[src/rtl/ddr2_sdram_local_pattern_tester_if.sv]
// Local (Avalon-style) request/response bus between the pattern tester and the DDR2 controller.
// The tester is the master and the controller is the slave.
interface ddr2_sdram_local_pattern_tester_if #(
    parameter int unsigned LOCAL_DATA_BITS = 64,
    parameter int unsigned MEM_CHIP_BITS   = 1,
    parameter int unsigned MEM_ROW_BITS    = 13,
    parameter int unsigned MEM_BANK_BITS   = 2,
    parameter int unsigned MEM_COL_BITS    = 10
);
    logic                           local_init_done;
    logic                           local_ready;
    logic                           local_rdata_valid;
    logic [LOCAL_DATA_BITS-1:0]     local_rdata;
    logic                           local_read_req;
    logic                           local_write_req;
    logic                           local_burstbegin;
    logic                           local_size;
    logic                           local_autopch_req;
    logic [MEM_CHIP_BITS-1:0]       local_cs_addr;
    logic [MEM_ROW_BITS-1:0]        local_row_addr;
    logic [MEM_BANK_BITS-1:0]       local_bank_addr;
    logic [MEM_COL_BITS-2:0]        local_col_addr;
    logic [LOCAL_DATA_BITS-1:0]     local_wdata;
    logic [LOCAL_DATA_BITS/8-1:0]   local_be;

    modport master (
        input  local_init_done, local_ready, local_rdata_valid, local_rdata,
        output local_read_req, local_write_req, local_burstbegin, local_size, local_autopch_req,
        output local_cs_addr, local_row_addr, local_bank_addr, local_col_addr, local_wdata,
        output local_be
    );

    modport slave (
        output local_init_done, local_ready, local_rdata_valid, local_rdata,
        input  local_read_req, local_write_req, local_burstbegin, local_size, local_autopch_req,
        input  local_cs_addr, local_row_addr, local_bank_addr, local_col_addr, local_wdata,
        input  local_be
    );
endinterface

[src/rtl/ddr2_sdram_local_pattern_tester.sv]
// Memory self-test master: writes an address-derived pattern to NUM_WORDS local words, reads
// them back in order with a bounded number of reads in flight, and reports errors/timeouts.
module ddr2_sdram_local_pattern_tester #(
    parameter int unsigned LOCAL_DATA_BITS = 64,
    parameter int unsigned MEM_CHIP_BITS   = 1,
    parameter int unsigned MEM_ROW_BITS    = 13,
    parameter int unsigned MEM_BANK_BITS   = 2,
    parameter int unsigned MEM_COL_BITS    = 10,
    parameter int unsigned NUM_WORDS       = 256,
    parameter int unsigned MAX_OUTSTANDING = 8,
    parameter int unsigned RD_TIMEOUT      = 1023
) (
    input  logic                              clk,
    input  logic                              reset_n,
    input  logic                              start,
    ddr2_sdram_local_pattern_tester_if.master local_bus,
    output logic                              busy,
    output logic                              done,
    output logic                              pass,
    output logic                              timeout,
    output logic [15:0]                       err_count,
    output logic [23:0]                       first_err_addr
);
    localparam int unsigned COL_W  = MEM_COL_BITS - 1;
    localparam int unsigned ADDR_W = MEM_CHIP_BITS + MEM_ROW_BITS + MEM_BANK_BITS + COL_W;
    localparam int unsigned HALF   = LOCAL_DATA_BITS / 2;
    localparam int unsigned IDX_W  = $clog2(NUM_WORDS + 1);
    localparam int unsigned OUT_W  = $clog2(MAX_OUTSTANDING + 1);
    localparam int unsigned WD_W   = $clog2(RD_TIMEOUT + 1);

    localparam logic [IDX_W-1:0] LAST_IDX = IDX_W'(NUM_WORDS - 1);
    localparam logic [IDX_W-1:0] NUM_IDX  = IDX_W'(NUM_WORDS);
    localparam logic [OUT_W-1:0] MAX_OUT  = OUT_W'(MAX_OUTSTANDING);
    localparam logic [WD_W-1:0]  WD_LAST  = WD_W'(RD_TIMEOUT - 1);

    typedef enum logic [2:0] {StIdle, StWaitInit, StWrite, StRead, StDrain, StDone} state_e;

    state_e                     state;
    logic [IDX_W-1:0]           req_idx, chk_idx, req_idx_next;
    logic [OUT_W-1:0]           outstanding, out_next;
    logic [WD_W-1:0]            wd_cnt;
    logic                       read_req, write_req;
    logic [ADDR_W-1:0]          addr;
    logic [LOCAL_DATA_BITS-1:0] wdata;
    logic                       wr_acc, rd_acc, rd_ret, checking, mismatch, wd_expire;

    function automatic logic [LOCAL_DATA_BITS-1:0] pattern(input logic [IDX_W-1:0] idx);
        logic [HALF-1:0] lo;
        lo = HALF'(idx);
        return {~lo, lo};
    endfunction

    always_comb begin
        wr_acc       = write_req && local_bus.local_ready;
        rd_acc       = read_req && local_bus.local_ready;
        checking     = (state == StRead) || (state == StDrain);
        // Valid beats with nothing in flight are stray and must not advance the checker.
        rd_ret       = checking && local_bus.local_rdata_valid && (outstanding != '0);
        mismatch     = local_bus.local_rdata != pattern(chk_idx);
        req_idx_next = rd_acc ? req_idx + IDX_W'(1) : req_idx;
        out_next     = outstanding;
        if (rd_acc && !rd_ret) begin
            out_next = outstanding + OUT_W'(1);
        end else if (!rd_acc && rd_ret) begin
            out_next = outstanding - OUT_W'(1);
        end
        wd_expire    = checking && !local_bus.local_rdata_valid && (outstanding != '0) &&
                       (wd_cnt == WD_LAST);
    end

    always_ff @(posedge clk) begin
        if (!reset_n) begin
            state          <= StIdle;
            req_idx        <= '0;
            chk_idx        <= '0;
            outstanding    <= '0;
            wd_cnt         <= '0;
            read_req       <= 1'b0;
            write_req      <= 1'b0;
            addr           <= '0;
            wdata          <= '0;
            busy           <= 1'b0;
            done           <= 1'b0;
            pass           <= 1'b0;
            timeout        <= 1'b0;
            err_count      <= '0;
            first_err_addr <= '0;
        end else begin
            case (state)
                StIdle: begin
                    if (start) begin
                        state          <= StWaitInit;
                        busy           <= 1'b1;
                        done           <= 1'b0;
                        pass           <= 1'b0;
                        timeout        <= 1'b0;
                        err_count      <= '0;
                        first_err_addr <= '0;
                        req_idx        <= '0;
                        chk_idx        <= '0;
                        outstanding    <= '0;
                        wd_cnt         <= '0;
                    end
                end
                StWaitInit: begin
                    if (local_bus.local_init_done) begin
                        state     <= StWrite;
                        write_req <= 1'b1;
                        addr      <= '0;
                        wdata     <= pattern('0);
                    end
                end
                StWrite: begin
                    if (wr_acc) begin
                        if (req_idx == LAST_IDX) begin
                            state     <= StRead;
                            write_req <= 1'b0;
                            read_req  <= 1'b1;
                            req_idx   <= '0;
                            addr      <= '0;
                        end else begin
                            req_idx <= req_idx + IDX_W'(1);
                            addr    <= ADDR_W'(req_idx + IDX_W'(1));
                            wdata   <= pattern(req_idx + IDX_W'(1));
                        end
                    end
                end
                StRead: begin
                    if (rd_acc) begin
                        req_idx <= req_idx_next;
                        addr    <= ADDR_W'(req_idx_next);
                    end
                    // A held request stays up: outstanding cannot grow until it is accepted.
                    if (rd_acc && (req_idx_next == NUM_IDX)) begin
                        state    <= StDrain;
                        read_req <= 1'b0;
                    end else begin
                        read_req <= out_next < MAX_OUT;
                    end
                end
                StDrain: begin
                    if (chk_idx == NUM_IDX) begin
                        state <= StDone;
                        busy  <= 1'b0;
                        done  <= 1'b1;
                        pass  <= (err_count == '0);
                    end
                end
                StDone:  state <= StIdle;
                default: state <= StIdle;
            endcase

            if (checking) begin
                outstanding <= out_next;
                if (local_bus.local_rdata_valid || (outstanding == '0)) begin
                    wd_cnt <= '0;
                end else begin
                    wd_cnt <= wd_cnt + WD_W'(1);
                end
                if (rd_ret) begin
                    chk_idx <= chk_idx + IDX_W'(1);
                    if (mismatch) begin
                        if (err_count != 16'hFFFF) err_count <= err_count + 16'd1;
                        if (err_count == '0) first_err_addr <= 24'(chk_idx);
                    end
                end
                if (wd_expire) begin
                    state    <= StDone;
                    timeout  <= 1'b1;
                    read_req <= 1'b0;
                    busy     <= 1'b0;
                    done     <= 1'b1;
                    pass     <= 1'b0;
                end
            end
        end
    end

    assign local_bus.local_read_req    = read_req;
    assign local_bus.local_write_req   = write_req;
    assign local_bus.local_burstbegin  = read_req | write_req;
    assign local_bus.local_size        = 1'b1;
    assign local_bus.local_autopch_req = 1'b0;
    assign {local_bus.local_cs_addr, local_bus.local_row_addr, local_bus.local_bank_addr,
            local_bus.local_col_addr} = addr;
    assign local_bus.local_wdata       = wdata;
    assign local_bus.local_be          = '1;
endmodule

[src/flat_wrapper.sv]
// flat-port wrapper written by rule: the top's interface ports become plain ports
module ddr2_sdram_local_pattern_tester_flat 
#(
    parameter int unsigned LOCAL_DATA_BITS = 64,
    parameter int unsigned MEM_CHIP_BITS   = 1,
    parameter int unsigned MEM_ROW_BITS    = 13,
    parameter int unsigned MEM_BANK_BITS   = 2,
    parameter int unsigned MEM_COL_BITS    = 10,
    parameter int unsigned NUM_WORDS       = 256,
    parameter int unsigned MAX_OUTSTANDING = 8,
    parameter int unsigned RD_TIMEOUT      = 1023
)
  (clk, reset_n, start, busy, done, pass, timeout, err_count, first_err_addr, local_bus_local_init_done, local_bus_local_ready, local_bus_local_rdata_valid, local_bus_local_rdata, local_bus_local_read_req, local_bus_local_write_req, local_bus_local_burstbegin, local_bus_local_size, local_bus_local_autopch_req, local_bus_local_cs_addr, local_bus_local_row_addr, local_bus_local_bank_addr, local_bus_local_col_addr, local_bus_local_wdata, local_bus_local_be);
  ddr2_sdram_local_pattern_tester_if #(.LOCAL_DATA_BITS(LOCAL_DATA_BITS), .MEM_CHIP_BITS(MEM_CHIP_BITS), .MEM_ROW_BITS(MEM_ROW_BITS), .MEM_BANK_BITS(MEM_BANK_BITS), .MEM_COL_BITS(MEM_COL_BITS)) local_bus_i ();
  input  logic clk;
  input  logic reset_n;
  input  logic start;
  output logic busy;
  output logic done;
  output logic pass;
  output logic timeout;
  output logic [15:0] err_count;
  output logic [23:0] first_err_addr;
  input wire logic [$bits(local_bus_i.local_init_done)-1:0] local_bus_local_init_done;
  input wire logic [$bits(local_bus_i.local_ready)-1:0] local_bus_local_ready;
  input wire logic [$bits(local_bus_i.local_rdata_valid)-1:0] local_bus_local_rdata_valid;
  input wire logic [$bits(local_bus_i.local_rdata)-1:0] local_bus_local_rdata;
  output wire logic [$bits(local_bus_i.local_read_req)-1:0] local_bus_local_read_req;
  output wire logic [$bits(local_bus_i.local_write_req)-1:0] local_bus_local_write_req;
  output wire logic [$bits(local_bus_i.local_burstbegin)-1:0] local_bus_local_burstbegin;
  output wire logic [$bits(local_bus_i.local_size)-1:0] local_bus_local_size;
  output wire logic [$bits(local_bus_i.local_autopch_req)-1:0] local_bus_local_autopch_req;
  output wire logic [$bits(local_bus_i.local_cs_addr)-1:0] local_bus_local_cs_addr;
  output wire logic [$bits(local_bus_i.local_row_addr)-1:0] local_bus_local_row_addr;
  output wire logic [$bits(local_bus_i.local_bank_addr)-1:0] local_bus_local_bank_addr;
  output wire logic [$bits(local_bus_i.local_col_addr)-1:0] local_bus_local_col_addr;
  output wire logic [$bits(local_bus_i.local_wdata)-1:0] local_bus_local_wdata;
  output wire logic [$bits(local_bus_i.local_be)-1:0] local_bus_local_be;
  assign local_bus_i.local_init_done = local_bus_local_init_done;
  assign local_bus_i.local_ready = local_bus_local_ready;
  assign local_bus_i.local_rdata_valid = local_bus_local_rdata_valid;
  assign local_bus_i.local_rdata = local_bus_local_rdata;
  assign local_bus_local_read_req = local_bus_i.local_read_req;
  assign local_bus_local_write_req = local_bus_i.local_write_req;
  assign local_bus_local_burstbegin = local_bus_i.local_burstbegin;
  assign local_bus_local_size = local_bus_i.local_size;
  assign local_bus_local_autopch_req = local_bus_i.local_autopch_req;
  assign local_bus_local_cs_addr = local_bus_i.local_cs_addr;
  assign local_bus_local_row_addr = local_bus_i.local_row_addr;
  assign local_bus_local_bank_addr = local_bus_i.local_bank_addr;
  assign local_bus_local_col_addr = local_bus_i.local_col_addr;
  assign local_bus_local_wdata = local_bus_i.local_wdata;
  assign local_bus_local_be = local_bus_i.local_be;
  ddr2_sdram_local_pattern_tester #(.LOCAL_DATA_BITS(LOCAL_DATA_BITS), .MEM_CHIP_BITS(MEM_CHIP_BITS), .MEM_ROW_BITS(MEM_ROW_BITS), .MEM_BANK_BITS(MEM_BANK_BITS), .MEM_COL_BITS(MEM_COL_BITS), .NUM_WORDS(NUM_WORDS), .MAX_OUTSTANDING(MAX_OUTSTANDING), .RD_TIMEOUT(RD_TIMEOUT)) u_core (.clk(clk), .reset_n(reset_n), .start(start), .local_bus(local_bus_i), .busy(busy), .done(done), .pass(pass), .timeout(timeout), .err_count(err_count), .first_err_addr(first_err_addr));
endmodule
[config.mk]
export PLATFORM = sky130hd
export DESIGN_NAME = ddr2_sdram_local_pattern_tester_flat
export DESIGN_NICKNAME = d
export VERILOG_FILES = /design/src/rtl/ddr2_sdram_local_pattern_tester_if.sv /design/src/rtl/ddr2_sdram_local_pattern_tester.sv /design/src/flat_wrapper.sv
export SDC_FILE = /design/constraint.sdc
export NUM_CORES = 1
export LEC_CHECK = 0
export ABC_AREA = 1
export CAP_MARGIN = 20
export CORE_ASPECT_RATIO = 1.75
export CORE_MARGIN = 10
export CORE_UTILIZATION = 31
export CTS_CLUSTER_DIAMETER = 120
export DETAILED_ROUTE_END_ITERATION = 6
export DONT_BUFFER_PORTS = 1
export HOLD_SLACK_MARGIN = 0.02
export PLACE_DENSITY = 0.49
export SLEW_MARGIN = 20
export SYNTH_ARGS = -nofsm -noshare
export SYNTH_HDL_FRONTEND = slang
export SYNTH_SLANG_ARGS = --single-unit
[constraint.sdc]
create_clock -name clk -period 5.95 [get_ports clk]
set_clock_uncertainty 0.05 [all_clocks]
set_input_delay 0.595 -clock clk [delete_from_list [all_inputs] [get_ports clk]]
set_output_delay 0.595 -clock clk [all_outputs]
set_load 0.05 [all_outputs]
---- Yosys cells after proc, flatten, opt, wreduce, memory -nomap -nowiden ----
Index checks and enable logic that the tools add are counted.
operators by class
  bitwise logic cells ..................... 3
  multiplexer cells ....................... 78
  $add $sub $neg .......................... 7
  reduce and logical (&&, ||, !) cells .... 29
  magnitude comparators ................... 1
  eq/ne operators ......................... 16
operators by type and width
  cell                                           number
  two-way mux 64 bit                             3
  two-way mux 24 bit                             6
  one-hot mux 64 bit (2 select lines)            1
  two-way mux 25 bit                             4
  two-way mux 16 bit                             6
  two-way mux 9 bit                              9
  one-hot mux 25 bit (3 select lines)            1
  inequality test 64 bit                         1
  inverter 9 -> 32 bit                           2
  two-way mux 10 bit                             4
  one-hot mux 9 bit (3 select lines)             1
  two-way mux 1 bit                              24
  two-way mux 3 bit                              8
  two-way mux 4 bit                              5
  adder 9 x 1 -> 9 bit, second input constant    2
  == test 9 bit, second input constant           2
  adder 16 x 1 -> 16 bit, second input constant  1
  zero test 16 bit                               1
  inequality test 16 bit, second input constant  1
  AND reduction 4 bit                            4
  one-hot mux 3 bit (5 select lines)             1
  adder 10 x 1 -> 10 bit, second input constant  1
  adder 9 x 1 -> 10 bit, second input constant   1
  == test 10 bit, second input constant          1
  other kinds (20)                               44
word-level totals
  word-level logic and storage cells ...... 149
  bits of input ports ..................... 70
  bits in registers ....................... 170
  output and inout bits ................... 146

---- Longest topological paths before layout ----
Gate-level depths: netlist of the first run.
  depth after elaboration ................. 12
  gate-level depth with buffers ........... 18
  gate-level depth less buffers ........... 18

---- Worst setup path before layout of the first run ----
OpenSTA, ideal clock, no wires.
  path type ............................... reg-to-reg
  start point ............................. register u_core.read_req (netlist: u_core.local_bus.local_read_req)
  end point ............................... register u_core.outstanding[3]
  library setup time ...................... 0.115 ns
  setup slack ............................. 3.750 ns
  buffers on the path ..................... 1
  cell stages (with the launch flop) ...... 10
  data required time ...................... 5.785 ns
  period minus slack after synthesis ...... 2.200 ns
  data arrival time ....................... 2.036 ns
  cells stage by stage .................... dfxtp_1 -> nand2_1 -> inv_1 -> clkbuf_1 -> ha_1 -> nand4_1 -> o21ai_0 -> xor2_1 -> a21oi_1 -> o21a_1
between the ends
  word-level cells in the longest chain between the ends .. 6
  elaborated cells on any way between the ends .. 7
  those cells by class .................... mux: 3; reduce/logical: 4
ends and longest elaborated chain
  element                 line                                    text
  from (decl)             ddr2_sdram_local_pattern_tester.sv:42   logic read_req, write_req;
  from (signal assigned)  ddr2_sdram_local_pattern_tester.sv:138  read_req <= out_next < MAX_OUT;
  logical AND 1 bit (*)   ddr2_sdram_local_pattern_tester.sv:55   rd_acc = read_req && local_bus.local_ready;
  zero test 1 bit         ddr2_sdram_local_pattern_tester.sv:64   end else if (!rd_acc && rd_ret) begin
  logical AND 1 bit       ddr2_sdram_local_pattern_tester.sv:64
  two-way mux 4 bit       ddr2_sdram_local_pattern_tester.sv:64
  two-way mux 4 bit (*)   ddr2_sdram_local_pattern_tester.sv:62   if (rd_acc && !rd_ret) begin
  two-way mux 4 bit (*)   ddr2_sdram_local_pattern_tester.sv:153  if (checking) begin
  to (signal assigned)    ddr2_sdram_local_pattern_tester.sv:154  outstanding <= out_next;
  to (decl)               ddr2_sdram_local_pattern_tester.sv:40   logic [OUT_W-1:0] outstanding, out_next;
Mark *: on every way between the ends. The rest lies on a longest branch, timed or not.
A chain may end at the register's enable or synchronous reset.

---- Worst setup path after layout of the first run ----
  start point ............................. register u_core.read_req (netlist: u_core.local_bus.local_read_req)
  end point ............................... register u_core.addr[5]
between the ends
  word-level cells in the longest chain between the ends .. 4
  elaborated cells on any way between the ends .. 6
  those cells by class .................... eq/ne: 1; mux: 3; reduce/logical: 2
ends and longest elaborated chain
  element                              line                                    text
  logical AND 1 bit (*)                ddr2_sdram_local_pattern_tester.sv:55
  two-way mux 9 bit                    ddr2_sdram_local_pattern_tester.sv:60   req_idx_next = rd_acc ? req_idx + IDX_W'(1) : req_idx;
  two-way mux 25 bit                   ddr2_sdram_local_pattern_tester.sv:129  if (rd_acc) begin
  one-hot mux 25 bit (3 select lines)  ddr2_sdram_local_pattern_tester.sv:89   case (state)
  to (signal assigned)                 ddr2_sdram_local_pattern_tester.sv:123  addr <= ADDR_W'(req_idx + IDX_W'(1));
  to (signal assigned)                 ddr2_sdram_local_pattern_tester.sv:131  addr <= ADDR_W'(req_idx_next);
  to (decl)                            ddr2_sdram_local_pattern_tester.sv:43   logic [ADDR_W-1:0] addr;
Mark *: on every way between the ends. The rest lies on a longest branch, timed or not. The select of a mux whose other input is x is not followed.

==> results of run 1 <==
## state kept, by name, indices dropped and copies added, names as in the netlist, 4 cells and up
| signal | cells |
|---|---|
| u_core.outstanding | 4 |
| u_core.first_err_addr | 24 |
| u_core.req_idx | 9 |
| u_core.local_bus.local_wdata | 19 |
| u_core.wd_cnt | 10 |
| u_core.chk_idx | 9 |
| u_core.err_count | 16 |
| u_core.addr | 10 |
## worst reg2reg max path, stage by stage (launching register included)
cell	delay (ns)
dfxtp_1	0.72
nand2_1	0.43
inv_1	0.41
o21ai_0	0.22
nor4_2	0.82
inv_1	0.29
o21ai_0	0.23
inv_1	0.05
## cells in the mapped netlist (all sizes together)
| cell type | count |
|---|---|
| nand2 | 238 |
| inv | 132 |
| nor2 | 132 |
| dfxtp | 110 |
| buf | 84 |
| o21ai | 55 |
| a21oi | 53 |
| nand3 | 50 |
| nand4 | 31 |
| nor3 | 21 |
| clkbuf | 16 |
| ha | 13 |
| xor2 | 12 |
| xnor2 | 5 |
| o22ai | 4 |
| or2 | 4 |
| a211oi | 3 |
| nor3b | 3 |
| a32oi | 2 |
| conb | 2 |
| nand3b | 2 |
| nor4 | 2 |
| o211a | 2 |
| o211ai | 2 |
| a21boi | 1 |
| a22o | 1 |
| a2bb2oi | 1 |
| a31o | 1 |
| a31oi | 1 |
| and2 | 1 |
| and3 | 1 |
| nor4b | 1 |
| o21a | 1 |
| o221a | 1 |
## cells by family after synthesis
family,after synthesis
AOI/OAI and AO/OA,128
xor gates and xnor gates,17
adders and majority gates,13
buffers and inverters,232
DFF,110
other,2
and+or+nand+nor,486
## how the worst min path moves through the flow
stage	start	end	slack, ns	depth (start not counted)
global placement	u_core.wd_cnt[9]	u_core.wd_cnt[9]	0.42	2
finish	reset_n	u_core.req_idx[4]	0.29	2
global route	reset_n	u_core.req_idx[4]	0.28	2
detailed placement	u_core.wd_cnt[9]	u_core.wd_cnt[9]	0.42	2
CTS	reset_n	u_core.req_idx[4]	0.27	2
floorplan	u_core.wd_cnt[9]	u_core.wd_cnt[9]	0.40	2
## area by class of cell
cell class | instances | area share (%)
Clock buffer | 13 | 3.92
Clock inverter | 3 | 0.641
Inverter | 132 | 7.46
Multi-Input combinational cell | 692 | 49.4
Sequential cell | 110 | 33.2
Tap cell | 248 | 4.67
Timing Repair Buffer | 3 | 0.641
## cell usage in the layout, fill, tap and decap left out, types with 2 or more instances in the layout
cell	count
nand2_2	2
buf_4	2
conb_1	48
o211ai_1	2
or2_2	4
nand3_1	46
inv_1	127
nand3_2	3
a32oi_1	2
nand3b_1	2
nand2_1	236
nor3_1	21
o211a_1	2
clkbuf_16	9
inv_2	5
clkbuf_1	2
nand4_1	30
o21ai_1	2
ha_1	13
xor2_1	12
nor3b_1	3
o21ai_0	53
o22ai_1	4
xnor2_1	5
nor2_1	130
a21oi_1	53
a211oi_1	3
dfxtp_1	109
clkbuf_8	2
## power groups by stage
| stage | clock, mW | combinational [mW] | sequential (mW) |
|---|---|---|---|
| floorplan | 0 | 0.313 | 0.856 |
| global placement | 0 | 0.289 | 0.880 |
| detailed placement | 0 | 0.290 | 0.880 |
| CTS | 0.659 | 0.291 | 0.863 |
| global route | 0.684 | 0.318 | 0.866 |
| finish | 0.631 | 0.290 | 0.862 |
## stage by stage
stage | cells | total power, mW
2_1_floorplan | 1034 | 1.17
3_3_place_gp | 1185 | 1.17
3_5_place_dp | 1185 | 1.17
4_1_cts | 1201 | 1.81
5_1_grt | 1201 | 1.87
6_report | 1201 | 1.78
## per-layer routing
layer,wire length [um],share of wire (%),global-route usage [%],up-vias
li1,-,-,-,2943
met1,7200,37,13.7,2545
met2,10300,53,26.2,175
met3,1610,8.2,4.35,22
met4,451,2.3,6.07,0
met5,0,0,0,-
==> metrics.txt, run 1 <==
reg2reg end=u_core.addr[5]; fin crit period=3.32 ns; Power Density=269 nW/um^2; fin nets=1031; Core Util, Final=32.4%; FF/Latch Area=2210 sq um; share of cells above drive strength 1=4.09%; FF-to-FF setup slack=2.63 ns; CTS tree=yes; maximum vdd drop=146 uV; Die X=129 um; hpwl dp=15.1 mm; CTS Buf Count=9; multi-input logic area=3280 sq um; Die Footprint=27300 sq um; sw frac=34.7%; status=finished, final reports clean; First-pass DRT Iterations=4; Residual DRC=0; flops & latches, synth=110; Post-Synthesis Cells=988; Ys Warns=0; internal power=1.16 mW; Avg Cell Area, Syn=6.55 sq um; remaining antenna violation count after routing=0; global-route wire length before repair=30.0 mm; Final Hold Viols=0; worst r2r src=u_core.local_bus.local_read_req; ranking of synthesized cells by area=dfxtp_1, nand2_1, buf_4; Post-Synth XOR/XNOR Area=2.30%; Sw Pwr=0.619 mW; Synth Area in Adders=2.51%; H-tree depth=3; setup_tns=0 ns; crit path DAT=3.53 ns; CP peak stage delay=0.82 ns; critical path class=reg -> reg; post-route cell area=6640 sq um; Netlist Area Pre-Place=6470 sq um; Final GP Congestion=0.893; FILL cells=2251; clock buffer depth=2; critical path depth=7; clock network fraction of design power=35.4%; Yosys top cell area share=34.0%; I/O Buffers=0; clock sinks=110; WHS=0.292 ns; startpoint types=flop; dpl cell area=6330 sq um; antenna diode count=0; pre-CTS WS=2.64 ns; crit-path cells=nand2_1 > inv_1 > o21ai_0 > nor4_2 > inv_1 > o21ai_0 > inv_1; final WL=19.6 mm; Setup crit end kind=flop; largest family of logic cells by synthesized area=simple AND/OR/NAND/NOR gates; reg2reg path depth=7; Clk pin slew, worst setup/hold paths=0.07 ns; initial core utilization=31.6%; die height=211 um; worst min path class=in -> reg; clk root buf=clkbuf_16; CORE AREA=20500 sq um; slowest cell on the critical path=nor4_2; hold buffer count at cts=0; PnR worst setup slack=2.63 ns; Logic pwr share=16.3%; fmax=0.301 GHz; RSZ-0062 raised after global routing=false; CP dominant cell by count=inv_1; GRT Util Overall=14.0%; Tightest Pin Transition=1.08 ns; initial antenna violation count=0; Netlist cell types=47; via count=5685; post-CTS setup buffers=0; Worst Setup SP=u_core.local_bus.local_read_req; Leak=2.99 nW; fin. max-slew vios=0; Critical path buffers and inverters=3; Slew HR=28.6%; Area Growth Syn to Fin=2.53%; Overflow after GRT=0; worst-path fanout max=12; row count=69; largest net degree at the start of global routing=76; number of global-route vias before repair=5526; DRT iter0 DRCs=282; Sequential Power Share=48.3%; total of max-cap violations=0; mean number of vias per cell=4.73; Top delay family on crit path=simple AND/OR/NAND/NOR gates; I/O Pins=216; Resize count post-CTS=0; Worst-Skew Late Latency=0.36 ns; Final setup viols=0; Critical Path Sink=u_core.addr[5]; mux cell area share after synthesis=0%; Seq/Total Area, Yosys=34.0%; Final period util=55.8%; Synth Area in Simple Gates=32.3%; Compound-Gate Fraction of Synth Area=10.8%; Synth area leader=dfxtp_1; WL/cell=16.3 um; worst path required time=6.16 ns
(Power assumes the default switching activity.)
==> run 2, diff against run 1 <==
==> constraint.sdc (replaced) <==
create_clock -name clk -period 3.1 [get_ports clk]
set_clock_uncertainty 0.05 [all_clocks]
set_input_delay 0.31 -clock clk [delete_from_list [all_inputs] [get_ports clk]]
set_output_delay 0.31 -clock clk [all_outputs]
set_load 0.05 [all_outputs]
==> metrics.txt, run 2 (synthesis results as in run 1) <==
RSZ-0062 raised after global routing=false; setup_tns=0 ns; Critical Path Sink=u_core.state[0]; status=finished, final reports clean; Resize count post-CTS=0; DRT iter0 DRCs=303; share of cells above drive strength 1=5.58%; global-route wire length before repair=30.6 mm; max FFs per register=24; I/O Buffers=0; most frequent cells in the layout=nand2_1, nor2_1, inv_1; mean number of vias per cell=4.69; fmax=0.395 GHz; crit path DAT=2.75 ns; fin nets=1045; GRT Util Overall=14.2%; startpoint types=flop; clock buffer depth=2; Worst Setup SP=u_core.req_idx[1]; H-tree depth=3; Setup crit end kind=flop; total of max-cap violations=0; FF-to-FF setup slack=0.57 ns; hpwl dp=15.1 mm; final WL=19.7 mm; Slew HR=50.5%; Final period util=81.7%; I/O Pins=216; CP dominant cell by count=nand2_1; Residual DRC=0; reg2reg path depth=18; Final Hold Viols=0; initial core utilization=31.6%; worst r2r src=u_core.req_idx[1]; slowest cell on the critical path=dfxtp_1; via count=5700; die height=211 um; Leak=3.07 nW; worst-path fanout max=6; Core Util, Final=33.0%; Die X=129 um; remaining antenna violation count after routing=0; reg2reg end=u_core.state[0]; maximum vdd drop=224 uV; CORE AREA=20500 sq um; initial antenna violation count=0; Biggest register=u_core.first_err_addr; row count=69; worst min path class=in -> reg; commonest non-fill, non-tap cell in the layout=nand2_1; First-pass DRT Iterations=4; fin. max-slew vios=0; Worst-Skew Late Latency=0.36 ns; fin crit period=2.53 ns; Area Growth Syn to Fin=4.41%; clk root buf=clkbuf_16; Final setup viols=0; clock sinks=110; Overflow after GRT=0; number of global-route vias before repair=5609; critical path class=reg -> reg; Worst Hold Launch=reset_n; Power Density=511 nW/um^2; CTS Buf Count=9; Final GP Congestion=0.871; largest net degree at the start of global routing=69; CP peak stage delay=0.41 ns; Die Footprint=27300 sq um; Tightest Pin Transition=0.742 ns; antenna diode count=0; WL/cell=16.2 um; worst path required time=3.31 ns; CTS tree=yes; Clk pin slew, worst setup/hold paths=0.08 ns; crit-path cells=ha_1 > nand2_1 > inv_1 > nand3_1 > nor2_1 > ha_1 > inv_1 > nand3_1 > nand2_1 > nand2_1 > nor2_1 > nand3_1 > nor2_1 > nand2_1 > nand2_1 > nand3_1 > nand2_1 > inv_1
[run 2: changes by cell type in the layout (fill, tap and decap cells not counted)]
cell / change
dlygate4sd3_1: +1
inv_6: +3
buf_4: +12
clkinv_4: +2
clkbuf_8: -2
buf_12: +1
clkinvlp_4: -1
clkbuf_1: -2
[run 2: how the worst min path moves through the flow]
stage	endpoint	slack, ns	cells past startpoint
2_1_floorplan	u_core.wd_cnt[9]	0.40	2
3_3_place_gp	u_core.req_idx[4]	0.37	2
3_5_place_dp	u_core.req_idx[4]	0.37	2
4_1_cts	u_core.err_count[14]	0.02	2
5_1_grt	u_core.err_count[14]	0.04	2
6_report	u_core.err_count[2]	0.04	2
[run 2: final cells by class]
| cell class | instances | area [sq um] |
|---|---|---|
| clock buffers | 9 | 225 |
| repair buffers | 17 | 163 |
| inverters | 132 | 495 |
| multi-input cells | 692 | 3280 |
| fillers | 2284 | 13700 |
| flip-flops and latches | 110 | 2210 |
| well taps | 248 | 310 |
| clock inverters | 7 | 78.8 |
[run 2: per-stage QoR]
stage | instance area [sq um] | total power [mW] | instances | hold slack (ns) | setup WS, ns
final | 6760 | 3.46 | 1215 | 0.0405 | 0.567
after global placement | 6440 | 2.27 | 1198 | 0.369 | 0.652
after floorplan | 6650 | 2.24 | 1034 | 0.403 | 0.900
after detailed placement | 6440 | 2.27 | 1198 | 0.374 | 0.599
after global routing | 6760 | 3.61 | 1215 | 0.0380 | 0.252
after CTS | 6760 | 3.51 | 1215 | 0.0206 | 0.566
[run 2: power breakdown]
group | internal [mW] | switching (mW)
clock | 0.639 | 0.584
combinational | 0.118 | 0.500
sequential | 1.46 | 0.154
[run 2: worst max-delay path: cells and delay by family, from the launching register on]
kind	cells	cell delay, ns
fa+ha+maj	2	0.49
flops	1	0.41
simple gates	13	1.22
buf+inv	3	0.25
[run 2: metal layers]
| metal | GRT usage (%) | up-vias | wire length, um |
|---|---|---|---|
| met3 | 4.05 | 21 | 1580 |
| li1 | - | 2962 | - |
| met4 | 4.96 | 0 | 371 |
| met5 | 0 | - | 0 |
| met1 | 14.4 | 2547 | 7370 |
| met2 | 26.6 | 170 | 10300 |
[run 2: what timing repair did]
action	CTS	global route
hold endpoints to repair	8	0
hold buffers	1	0
setup buffers	0	0
==> run 3, diff against run 2 <==
==> constraint.sdc (replaced) <==
create_clock -name clk -period 2.4 [get_ports clk]
set_clock_uncertainty 0.05 [all_clocks]
set_input_delay 0.24 -clock clk [delete_from_list [all_inputs] [get_ports clk]]
set_output_delay 0.24 -clock clk [all_outputs]
set_load 0.05 [all_outputs]
==> metrics.txt, run 3 (synthesis results as in run 1) <==
FF-to-FF setup slack=0.18 ns; post-CTS setup buffers=0; Worst-Skew Late Latency=0.36 ns; global-route wire length before repair=30.5 mm; Power Density=644 nW/um^2; via count=5927; share of cells above drive strength 1=9.89%; DRT iter0 DRCs=268; most frequent cells in the layout=nand2_1, nor2_1, inv_1; hpwl dp=15.8 mm; Worst Hold Launch=start; Clk pin slew, worst setup/hold paths=0.08 ns; critical path class=reg -> reg; Setup crit end kind=flop; remaining antenna violation count after routing=0; Die X=129 um; final WL=20.1 mm; reg2reg path depth=11; Hold Path Stages=3; initial core utilization=31.6%; GRT Util Overall=14.3%; fin nets=1079; status=finished, final reports clean; PnR worst setup slack=0.182 ns; reg2reg end=u_core.outstanding[3]; WL/cell=16.1 um; Residual DRC=0; Overflow after GRT=0; H-tree depth=3; clock buffer depth=2; pre-CTS WS=0.0798 ns; clk root buf=clkbuf_16; dpl cell area=6700 sq um; Die Footprint=27300 sq um; Final setup viols=0; largest net degree at the start of global routing=74; Slew HR=56.1%; worst-path fanout max=7; Final period util=92.4%; First-pass DRT Iterations=4; fmax=0.451 GHz; CTS tree=yes; Final GP Congestion=0.883; initial antenna violation count=0; number of global-route vias before repair=5677; Biggest register=u_core.first_err_addr; total of max-cap violations=0; antenna diode count=0; mean number of vias per cell=4.75; Area Growth Syn to Fin=9.26%; post-route cell area=7070 sq um; max FFs per register=24; I/O Pins=216; startpoint types=flop; clock sinks=110; CORE AREA=20500 sq um; worst r2r src=u_core.state[0]; commonest non-fill, non-tap cell in the layout=nand2_1; fin. max-slew vios=0; worst min path class=in -> reg; Final Hold Viols=0; worst path required time=2.62 ns; hold path endpoint=u_core.pass; I/O Buffers=0; die height=211 um; crit path DAT=2.43 ns; Leak=3.25 nW; fin crit period=2.22 ns; Tightest Pin Transition=0.658 ns; CTS Buf Count=9; Core Util, Final=34.6%; maximum vdd drop=574 uV; row count=69
run 3: cell types whose count changed in the layout (fill, tap and decap cells not counted), sizes merged:
cell / previous run / this run
buf: 16 / 51
dlygate4sd3: 1 / 0
clkinv: 3 / 0
clkinvlp: 0 / 1
inv: 135 / 137
run 3: per-stage QoR:
step                std cells  hold WS (ns)  setup TNS, ns  total power [mW]
finish                   1249        0.0507              0              4.55
global route             1249        0.0556       -0.00633              4.76
CTS                      1249        0.0290              0              4.62
detailed placement       1232         0.303              0              2.97
global placement         1232         0.299              0              2.97
floorplan                1034         0.384              0              2.90
run 3: worst max-delay path by stage:
| stage | startpoint | to | slack [ns] | cells after the start |
|---|---|---|---|---|
| after global routing | u_core.req_idx[0] | u_core.state[0] | -0.006 | 18 |
| after detailed placement | u_core.req_idx[0] | u_core.state[0] | 0.08 | 18 |
| final | u_core.state[0] | u_core.outstanding[3] | 0.18 | 11 |
| after CTS | u_core.req_idx[0] | u_core.state[0] | 0.04 | 18 |
| after floorplan | u_core.local_bus.local_read_req | u_core.outstanding[3] | 0.20 | 9 |
| after global placement | u_core.req_idx[0] | u_core.state[0] | 0.14 | 18 |
run 3: what timing repair did:
item                                    CTS  global route
endpoints found under the hold margin    65             0
endpoints found under the setup margin    0            19
gates resized for setup                   0            12
hold buffers                              1             0
run 3: report_power, final:
group	internal, mW	total (mW)	switching (mW)
registers	1.89	2.08	0.186
clock network	0.834	1.60	0.763
logic	0.186	0.881	0.694
run 3: worst max-delay path: stages (launching register included):
cell     delay, ns
dfxtp_1       0.40
nor2_4        0.18
nand2_1       0.16
nand2_2       0.16
nand3_2       0.11
ha_1          0.27
inv_1         0.07
nand2_1       0.05
o21ai_0       0.23
xor2_1        0.23
a21oi_1       0.06
o21a_1        0.16
run 3: per-layer routing:
| metal | GRT usage [%] | wire [um] | vias to the layer above |
|---|---|---|---|
| li1 | - | - | 3033 |
| met5 | 0 | 0 | - |
| met4 | 6.42 | 605 | 0 |
| met1 | 13.8 | 7220 | 2652 |
| met2 | 26.8 | 10600 | 213 |
| met3 | 4.17 | 1730 | 29 |
run 3: cell type report:
class | count | area [sq um]
clock buffers | 9 | 225
clock inverters | 7 | 83.8
fillers | 2226 | 13400
inverters | 132 | 495
multi-input cells | 692 | 3310
flip-flops and latches | 110 | 2210
well taps | 248 | 310
repair buffers | 51 | 435
